### config.mk
export PLATFORM = sky130hd
export DESIGN_NAME = thread_sched_flat
export DESIGN_NICKNAME = d
export VERILOG_FILES = /design/src/rtl/thread_sched_if.sv /design/src/rtl/thread_sched.sv /design/src/flat_wrapper.sv
export SDC_FILE = /design/constraint.sdc
export NUM_CORES = 2
export LEC_CHECK = 0
export ABC_AREA = 1
export ABC_CLOCK_PERIOD_IN_PS = 4400
export BUFFER_PORTS_ARGS = -buffer_cell sky130_fd_sc_hd__buf_4
export CAP_MARGIN = 20
export CELL_PAD_IN_SITES_DETAIL_PLACEMENT = 0
export CELL_PAD_IN_SITES_GLOBAL_PLACEMENT = 1
export CORE_ASPECT_RATIO = 1.2
export CORE_MARGIN = 8
export CORE_UTILIZATION = 40
export DETAILED_ROUTE_END_ITERATION = 8
export HOLD_SLACK_MARGIN = 0.06
export PLACE_DENSITY = 0.87
export SLEW_MARGIN = 5
export SYNTH_ARGS = -nofsm -noshare
export SYNTH_HDL_FRONTEND = slang
export SYNTH_SLANG_ARGS = --single-unit
export TNS_END_PERCENT = 100
### constraint.sdc
create_clock -name clk -period 4.4 [get_ports clk]
set_clock_uncertainty 0.05 [all_clocks]
set_input_delay 0.88 -clock clk [delete_from_list [all_inputs] [get_ports clk]]
set_output_delay 0.88 -clock clk [all_outputs]
set_load 0.01 [all_outputs]
### src/rtl/thread_sched_if.sv
// rtl/thread_sched_if.sv - fetch, redirect, spawn and thread-control signals of thread_sched
interface thread_sched_if #(
  parameter int N_TRD = 8,
  parameter int TRD_W = $clog2(N_TRD)
);
  logic                     stall;
  logic                     jmp_en;
  logic [TRD_W-1:0]         jmp_trd;
  logic [31:0]              jmp_pc;
  logic                     miss_en;
  logic [TRD_W-1:0]         miss_trd;
  logic [31:0]              miss_pc;
  logic                     miss_clr;
  logic [TRD_W-1:0]         miss_clr_trd;
  logic                     spawn_req;
  logic [31:0]              spawn_pc;
  logic [TRD_W-1:0]         spawn_parent;
  logic                     kill;
  logic                     sleep;
  logic                     wake;
  logic [TRD_W-1:0]         obj_trd;

  logic                     if_vld;
  logic [TRD_W-1:0]         if_trd;
  logic [31:0]              if_pc;
  logic                     spawn_ok;
  logic [TRD_W-1:0]         spawn_id;
  logic [N_TRD-1:0]         valid_trd;
  logic [N_TRD-1:0]         run_trd;
  logic [N_TRD-1:0]         park_trd;
  logic [N_TRD*N_TRD-1:0]   child_mask;
  logic                     trd_full;
  logic                     trd_of;

  modport master (
    output stall, jmp_en, jmp_trd, jmp_pc, miss_en, miss_trd, miss_pc,
           miss_clr, miss_clr_trd, spawn_req, spawn_pc, spawn_parent,
           kill, sleep, wake, obj_trd,
    input  if_vld, if_trd, if_pc, spawn_ok, spawn_id, valid_trd, run_trd,
           park_trd, child_mask, trd_full, trd_of
  );

  modport slave (
    input  stall, jmp_en, jmp_trd, jmp_pc, miss_en, miss_trd, miss_pc,
           miss_clr, miss_clr_trd, spawn_req, spawn_pc, spawn_parent,
           kill, sleep, wake, obj_trd,
    output if_vld, if_trd, if_pc, spawn_ok, spawn_id, valid_trd, run_trd,
           park_trd, child_mask, trd_full, trd_of
  );
endinterface

### src/rtl/thread_sched.sv
// rtl/thread_sched.sv - hardware thread scheduler: fetch slot selection, spawn/kill, park and sleep
module thread_sched #(
  parameter int          N_TRD    = 8,
  parameter int          TRD_W    = $clog2(N_TRD),
  parameter logic [31:0] RESET_PC = 32'h0000_0000,
  parameter int          MODE     = 0
) (
  input  logic          clk,
  input  logic          rst,
  thread_sched_if.slave bus
);

  logic [N_TRD-1:0]       valid_q, valid_d;
  logic [N_TRD-1:0]       run_q, run_d;
  logic [N_TRD-1:0]       park_q, park_d;
  logic [31:0]            pc_q [N_TRD];
  logic [31:0]            pc_d [N_TRD];
  logic [N_TRD*N_TRD-1:0] child_q, child_d;
  logic [TRD_W-1:0]       last_q, last_d;
  logic                   of_q, of_d;
  logic                   halt_q, halt_d;

  logic [N_TRD-1:0]       eligible;
  logic [TRD_W-1:0]       sel_trd;
  logic [TRD_W-1:0]       rr_trd;
  logic [TRD_W-1:0]       free_id;
  logic                   full;
  logic                   fire;
  logic                   spawn_ok;
  logic                   do_kill, do_kill0, do_sleep, do_wake, do_jmp, do_miss;

  assign eligible = valid_q & run_q & ~park_q;
  assign full     = &valid_q;
  assign fire     = (|eligible) & ~bus.stall;
  // Halted after a kill of thread 0: nothing may be created until reset.
  assign spawn_ok = bus.spawn_req & ~full & ~halt_q;

  always_comb begin
    sel_trd = '0;
    rr_trd  = '0;
    if (MODE == 1) begin
      for (int i = N_TRD - 1; i >= 0; i--)
        if (eligible[i]) sel_trd = TRD_W'(i);
    end else begin
      // Scan downward in distance so the nearest eligible thread after last_q wins.
      for (int k = N_TRD; k >= 1; k--) begin
        rr_trd = TRD_W'((int'(last_q) + k) % N_TRD);
        if (eligible[rr_trd]) sel_trd = rr_trd;
      end
    end
  end

  always_comb begin
    free_id = '0;
    for (int i = N_TRD - 1; i >= 0; i--)
      if (!valid_q[i]) free_id = TRD_W'(i);
  end

  assign do_kill  = bus.kill & valid_q[bus.obj_trd];
  assign do_kill0 = do_kill & (bus.obj_trd == '0);
  assign do_sleep = bus.sleep & ~bus.kill & ~bus.wake;
  assign do_wake  = bus.wake & ~bus.kill & ~bus.sleep & valid_q[bus.obj_trd];
  assign do_jmp   = bus.jmp_en & valid_q[bus.jmp_trd];
  assign do_miss  = bus.miss_en & valid_q[bus.miss_trd];

  always_comb begin
    valid_d = valid_q;
    run_d   = run_q;
    park_d  = park_q;
    child_d = child_q;
    halt_d  = halt_q | do_kill0;
    of_d    = bus.spawn_req & full & ~halt_q;
    last_d  = fire ? sel_trd : last_q;
    for (int t = 0; t < N_TRD; t++) pc_d[t] = pc_q[t];

    for (int t = 0; t < N_TRD; t++) begin
      // Lowest-priority writers first so later assignments override them.
      if (fire && sel_trd == TRD_W'(t)) pc_d[t] = pc_q[t] + 32'd4;
      if (do_jmp && bus.jmp_trd == TRD_W'(t)) pc_d[t] = bus.jmp_pc;
      if (bus.miss_clr && bus.miss_clr_trd == TRD_W'(t)) park_d[t] = 1'b0;
      if (do_miss && bus.miss_trd == TRD_W'(t)) begin
        pc_d[t]   = bus.miss_pc;
        park_d[t] = 1'b1;
      end
      if (do_sleep && bus.obj_trd == TRD_W'(t)) run_d[t] = 1'b0;
      if (do_wake && bus.obj_trd == TRD_W'(t)) run_d[t] = 1'b1;
      if (spawn_ok && free_id == TRD_W'(t)) begin
        valid_d[t] = 1'b1;
        run_d[t]   = 1'b1;
        park_d[t]  = 1'b0;
        pc_d[t]    = bus.spawn_pc;
        for (int p = 0; p < N_TRD; p++)
          if (bus.spawn_parent == TRD_W'(p)) child_d[p*N_TRD + t] = 1'b1;
      end
      if (do_kill && bus.obj_trd == TRD_W'(t)) begin
        valid_d[t] = 1'b0;
        run_d[t]   = 1'b0;
        park_d[t]  = 1'b0;
        pc_d[t]    = '0;
        for (int p = 0; p < N_TRD; p++) begin
          child_d[p*N_TRD + t] = 1'b0;
          child_d[t*N_TRD + p] = 1'b0;
        end
      end
    end

    if (do_kill0) begin
      valid_d = '0;
      run_d   = '0;
      park_d  = '0;
      child_d = '0;
    end
  end

  always_ff @(posedge clk) begin
    if (rst) begin
      valid_q <= N_TRD'(1);
      run_q   <= N_TRD'(1);
      park_q  <= '0;
      child_q <= '0;
      last_q  <= TRD_W'(N_TRD - 1);
      of_q    <= 1'b0;
      halt_q  <= 1'b0;
      for (int t = 0; t < N_TRD; t++) pc_q[t] <= (t == 0) ? RESET_PC : 32'h0;
    end else begin
      valid_q <= valid_d;
      run_q   <= run_d;
      park_q  <= park_d;
      child_q <= child_d;
      last_q  <= last_d;
      of_q    <= of_d;
      halt_q  <= halt_d;
      for (int t = 0; t < N_TRD; t++) pc_q[t] <= pc_d[t];
    end
  end

  assign bus.if_vld     = |eligible;
  assign bus.if_trd     = sel_trd;
  assign bus.if_pc      = pc_q[sel_trd];
  assign bus.spawn_ok   = spawn_ok;
  assign bus.spawn_id   = free_id;
  assign bus.valid_trd  = valid_q;
  assign bus.run_trd    = run_q;
  assign bus.park_trd   = park_q;
  assign bus.child_mask = child_q;
  assign bus.trd_full   = full;
  assign bus.trd_of     = of_q;

endmodule

### src/flat_wrapper.sv
// flat-port wrapper written by rule: the top's interface ports become plain ports
module thread_sched_flat 
#(
  parameter int          N_TRD    = 8,
  parameter int          TRD_W    = $clog2(N_TRD),
  parameter logic [31:0] RESET_PC = 32'h0000_0000,
  parameter int          MODE     = 0
)
  (clk, rst, bus_stall, bus_jmp_en, bus_jmp_trd, bus_jmp_pc, bus_miss_en, bus_miss_trd, bus_miss_pc, bus_miss_clr, bus_miss_clr_trd, bus_spawn_req, bus_spawn_pc, bus_spawn_parent, bus_kill, bus_sleep, bus_wake, bus_obj_trd, bus_if_vld, bus_if_trd, bus_if_pc, bus_spawn_ok, bus_spawn_id, bus_valid_trd, bus_run_trd, bus_park_trd, bus_child_mask, bus_trd_full, bus_trd_of);
  thread_sched_if #(.N_TRD(N_TRD), .TRD_W(TRD_W)) bus_i ();
  input  logic clk;
  input  logic rst;
  input wire logic [$bits(bus_i.stall)-1:0] bus_stall;
  input wire logic [$bits(bus_i.jmp_en)-1:0] bus_jmp_en;
  input wire logic [$bits(bus_i.jmp_trd)-1:0] bus_jmp_trd;
  input wire logic [$bits(bus_i.jmp_pc)-1:0] bus_jmp_pc;
  input wire logic [$bits(bus_i.miss_en)-1:0] bus_miss_en;
  input wire logic [$bits(bus_i.miss_trd)-1:0] bus_miss_trd;
  input wire logic [$bits(bus_i.miss_pc)-1:0] bus_miss_pc;
  input wire logic [$bits(bus_i.miss_clr)-1:0] bus_miss_clr;
  input wire logic [$bits(bus_i.miss_clr_trd)-1:0] bus_miss_clr_trd;
  input wire logic [$bits(bus_i.spawn_req)-1:0] bus_spawn_req;
  input wire logic [$bits(bus_i.spawn_pc)-1:0] bus_spawn_pc;
  input wire logic [$bits(bus_i.spawn_parent)-1:0] bus_spawn_parent;
  input wire logic [$bits(bus_i.kill)-1:0] bus_kill;
  input wire logic [$bits(bus_i.sleep)-1:0] bus_sleep;
  input wire logic [$bits(bus_i.wake)-1:0] bus_wake;
  input wire logic [$bits(bus_i.obj_trd)-1:0] bus_obj_trd;
  output wire logic [$bits(bus_i.if_vld)-1:0] bus_if_vld;
  output wire logic [$bits(bus_i.if_trd)-1:0] bus_if_trd;
  output wire logic [$bits(bus_i.if_pc)-1:0] bus_if_pc;
  output wire logic [$bits(bus_i.spawn_ok)-1:0] bus_spawn_ok;
  output wire logic [$bits(bus_i.spawn_id)-1:0] bus_spawn_id;
  output wire logic [$bits(bus_i.valid_trd)-1:0] bus_valid_trd;
  output wire logic [$bits(bus_i.run_trd)-1:0] bus_run_trd;
  output wire logic [$bits(bus_i.park_trd)-1:0] bus_park_trd;
  output wire logic [$bits(bus_i.child_mask)-1:0] bus_child_mask;
  output wire logic [$bits(bus_i.trd_full)-1:0] bus_trd_full;
  output wire logic [$bits(bus_i.trd_of)-1:0] bus_trd_of;
  assign bus_i.stall = bus_stall;
  assign bus_i.jmp_en = bus_jmp_en;
  assign bus_i.jmp_trd = bus_jmp_trd;
  assign bus_i.jmp_pc = bus_jmp_pc;
  assign bus_i.miss_en = bus_miss_en;
  assign bus_i.miss_trd = bus_miss_trd;
  assign bus_i.miss_pc = bus_miss_pc;
  assign bus_i.miss_clr = bus_miss_clr;
  assign bus_i.miss_clr_trd = bus_miss_clr_trd;
  assign bus_i.spawn_req = bus_spawn_req;
  assign bus_i.spawn_pc = bus_spawn_pc;
  assign bus_i.spawn_parent = bus_spawn_parent;
  assign bus_i.kill = bus_kill;
  assign bus_i.sleep = bus_sleep;
  assign bus_i.wake = bus_wake;
  assign bus_i.obj_trd = bus_obj_trd;
  assign bus_if_vld = bus_i.if_vld;
  assign bus_if_trd = bus_i.if_trd;
  assign bus_if_pc = bus_i.if_pc;
  assign bus_spawn_ok = bus_i.spawn_ok;
  assign bus_spawn_id = bus_i.spawn_id;
  assign bus_valid_trd = bus_i.valid_trd;
  assign bus_run_trd = bus_i.run_trd;
  assign bus_park_trd = bus_i.park_trd;
  assign bus_child_mask = bus_i.child_mask;
  assign bus_trd_full = bus_i.trd_full;
  assign bus_trd_of = bus_i.trd_of;
  thread_sched #(.N_TRD(N_TRD), .TRD_W(TRD_W), .RESET_PC(RESET_PC), .MODE(MODE)) u_core (.clk(clk), .rst(rst), .bus(bus_i));
endmodule
==> summary.txt <==
CTS
  – Clock Sinks: 349
  – Reg clk slew, reported paths: 70 ps
  – CTS tree: yes
  – H-tree levels: 2
  – CTS Hold Bufs: 0
  – Latest clock arrival within the worst-skew pair: 620 ps
  – CTS max path bufs: 3
  – Total CTS buffers: 44
  – Root buffer cell: clkbuf_16

Synthesis
  – Register area share after synthesis: 24.09%
  – Top-area cell type share of the netlist area: 24.09%
  – Syn_nets: 5180
  – Synth async-reset ratio: 0%
  – Synth top area cells: dfxtp_1, nand2_1, nor2_1
  – Top cells by count, synth: nand2_1, nor2_1, inv_1
  – Yosys cell types: 54
  – Syn avg cell area: 5.744 sq um
  – Number of synthesized flops with an enable pin: 0
  – Cells after Synth: 5049
  – YS warnings: 0
  – Most frequently used flop master after synthesis: dfxtp_1
  – Most frequent cell after synthesis: nand2_1
  – Post-synth top area cell: dfxtp_1
  – Synthesized area: 29000 sq um
  – Yosys reg bits: 349

Cells and area
  – Fill cells: 7830
  – Area occupied by multi-input gates: 19590 sq um
  – FF+latch area: 7022 sq um
  – Share of cells above drive strength 1: 13.65%
  – Synthesis-to-layout area growth: 20.57%
  – Final net count: 5363

Place
  – HPWL after DPL: 129200 microns
  – Gpl congestion: 1.058
  – Port Buffer Count: 250
  – Place WS: 104.9 ps

Detailed routing
  – Vias: 38260
  – ANT nets after route: 0
  – WL per Instance: 28.25 microns
  – Iteration-0 DRC count of the detailed router: 5696
  – WL final: 175600 microns
  – DRC Markers: 0
  – Vias per inst: 6.153
  – Pre-antenna DRT Iters: 6

Global routing
  – Number of global-route vias before repair: 34500
  – Total grt overflow: 0
  – Largest net degree at the start of global routing: 61
  – First-pass GRT wire length: 246600 microns
  – Initial antenna violation count: 21
  – GRT Util Overall: 41.03%

Setup path
  – Crit path required time: 3470 ps
  – Kind of end point of the critical path: output port
  – Crit start category: flop
  – Arr. time, crit path: 3440 ps
  – CP max FO: 7
  – Crit Path Class: reg -> out

Timing
  – Min Tclk post-route: 4368 ps
  – Worst-Margin Slew: 1133 ps
  – Final TNS setup: 0 ps
  – Worst Setup Slack, final: 32.28 ps
  – Final hold viol count: 0
  – Fmax: 229.0 MHz
  – Normalized max-slew margin: 24.39%
  – Final setup violation count: 0
  – Fin. max-slew vios: 0
  – Fin crit share: 99.27%

Power and ir drop
  – Leakage: 15.35 nW
  – Power per standard cell area: 868.7 nW/um^2
  – Worst vdd ir: 1.187 mV

Die
  – Die Height: 311.0 microns
  – Die Area: 81410 sq um
  – Die width: 261.8 microns
  – Core Region: 72020 sq um
  – # IOs: 251
  – Row Count: 108
  – Starting density of the core: 40.27%

Job
  – Max cap viols: 0

Outcome
  – Outcome: finished clean

Worst hold path
  – Hold Path Class: reg -> reg
kinds of logic (layout without fill, tap and decap cells):
logic type / count (synthesis) / count (layout) / share of synthesized area [%]
DFF: 349 / 349 / 24.09
buffers and inverters: 789 / 1003 / 10.84
muxes: 1 / 1 / 0.03452
adders and majority gates: 10 / 10 / 0.4314
and+or+nand+nor: 2688 / 2691 / 38.72
other: 0 / 16 / 0
AOI/OAI and AO/OA: 1034 / 1034 / 20.51
xor gates and xnor gates: 178 / 178 / 5.376
worst paths after layout:
kind                            start                  endpoint  slack (ps)  cells past startpoint
max reg2reg          u_core.last_q[0]        u_core.pc_q[5][14]         850                     23
max             u_core.bus.run_trd[6]              bus_if_pc[0]          30                     24
min reg2reg  u_core.bus.child_mask[8]  u_core.bus.child_mask[8]         400                      2
min          u_core.bus.child_mask[8]  u_core.bus.child_mask[8]         400                      2
sequential cells by signal, summed over array words and instances (netlist names):
| signal | flops |
|---|---|
| u_core.pc_q | 256 |
| u_core.bus.child_mask | 64 |
| u_core.bus.park_trd | 8 |
| u_core.bus.run_trd | 8 |
| u_core.bus.valid_trd | 8 |
| u_core.last_q | 3 |
| u_core.bus.trd_of | 1 |
| u_core.halt_q | 1 |
worst max-delay path, cell delays in order (launching register included):
cell and delay (ps):
dfxtp_2 380, nand2_2 110, nor2_4 120, nand2_1 60, nand3_1 100, nand3_2 110
nand2_2 100, inv_2 60, nand2_1 70, nand2_2 50, nand2_2 60, nand2_2 60
nand2_4 100, nand2_8 80, nand2_8 100, nand2_8 120, nor2_4 160, buf_12 140
buf_12 180, clkbuf_16 180, nand2_1 50, nand3_1 80, nand2_1 60, nand2_2 140
buf_6 120
power by group:
part / internal, mW / switching, mW / leakage, nW
combinational: 7.92 / 13.4 / 11.8
sequential: 3.89 / 1.18 / 2.84
clock: 2.25 / 1.71 / 0.743
area by class of cell:
| cell class | count | area share (%) |
|---|---|---|
| multi-input cells | 3914 | 56.03 |
| flip-flops and latches | 349 | 20.08 |
| repair buffers | 429 | 10.80 |
| inverters | 494 | 5.310 |
| clock buffers | 64 | 3.736 |
| well taps | 935 | 3.346 |
| clock inverters | 16 | 0.5797 |
| diodes | 16 | 0.1145 |
routing by layer:
metal  GRT usage (%)  wire [microns]  vias to the layer above
li1                -               -                    17030
met1           53.36           66240                    17840
met2           59.38           72850                     2817
met3           12.58           24600                      554
met4           23.22           11840                       12
met5               0              82                        -
stage by stage:
step / hold slack, ps / instance area, sq um / power (mW) / instances / util (%)
after floorplan: 383.4 / 29000 / 14.22 / 5049 / -
after global placement: 386.6 / 31900 / 20.43 / 6059 / 44.29
after detailed placement: 391.0 / 31910 / 20.42 / 6061 / 44.31
after CTS: 401.3 / 34020 / 27.05 / 6166 / 47.24
after global routing: 413.6 / 34950 / 31.34 / 6211 / 48.53
final: 400.5 / 34970 / 30.38 / 6217 / 48.55
what timing repair did:
action | 4_1_cts | 5_1_grt
setup endpoints to repair | 32 | 32
pin swaps | 9 | 52
setup buffers | 17 | 26
cloned | 8 | 8
resized for setup | 65 | 148
placed cells by master (no fill, tap or decap), types with 10 or more instances in the layout:
cell	instances
nor2_2	15
a211oi_1	16
dfxtp_1	331
nor3_1	107
a31oi_1	44
nand4_1	48
buf_16	10
nand3b_1	27
o21ai_0	346
o22ai_1	72
nand3_4	10
xor2_1	165
nor4_1	23
nand3_2	35
nor2_1	602
nand2_2	59
clkbuf_8	13
o21ai_1	20
buf_6	17
inv_1	461
nand3_1	383
or2_2	13
a21oi_1	322
nor2_4	12
o221ai_1	23
buf_4	377
buf_12	13
diode_2	16
clkbuf_16	51
xnor2_1	10
dfxtp_2	13
a22oi_1	14
o211ai_1	138
inv_2	23
nand2_1	1333
(Power assumes the default switching activity.)
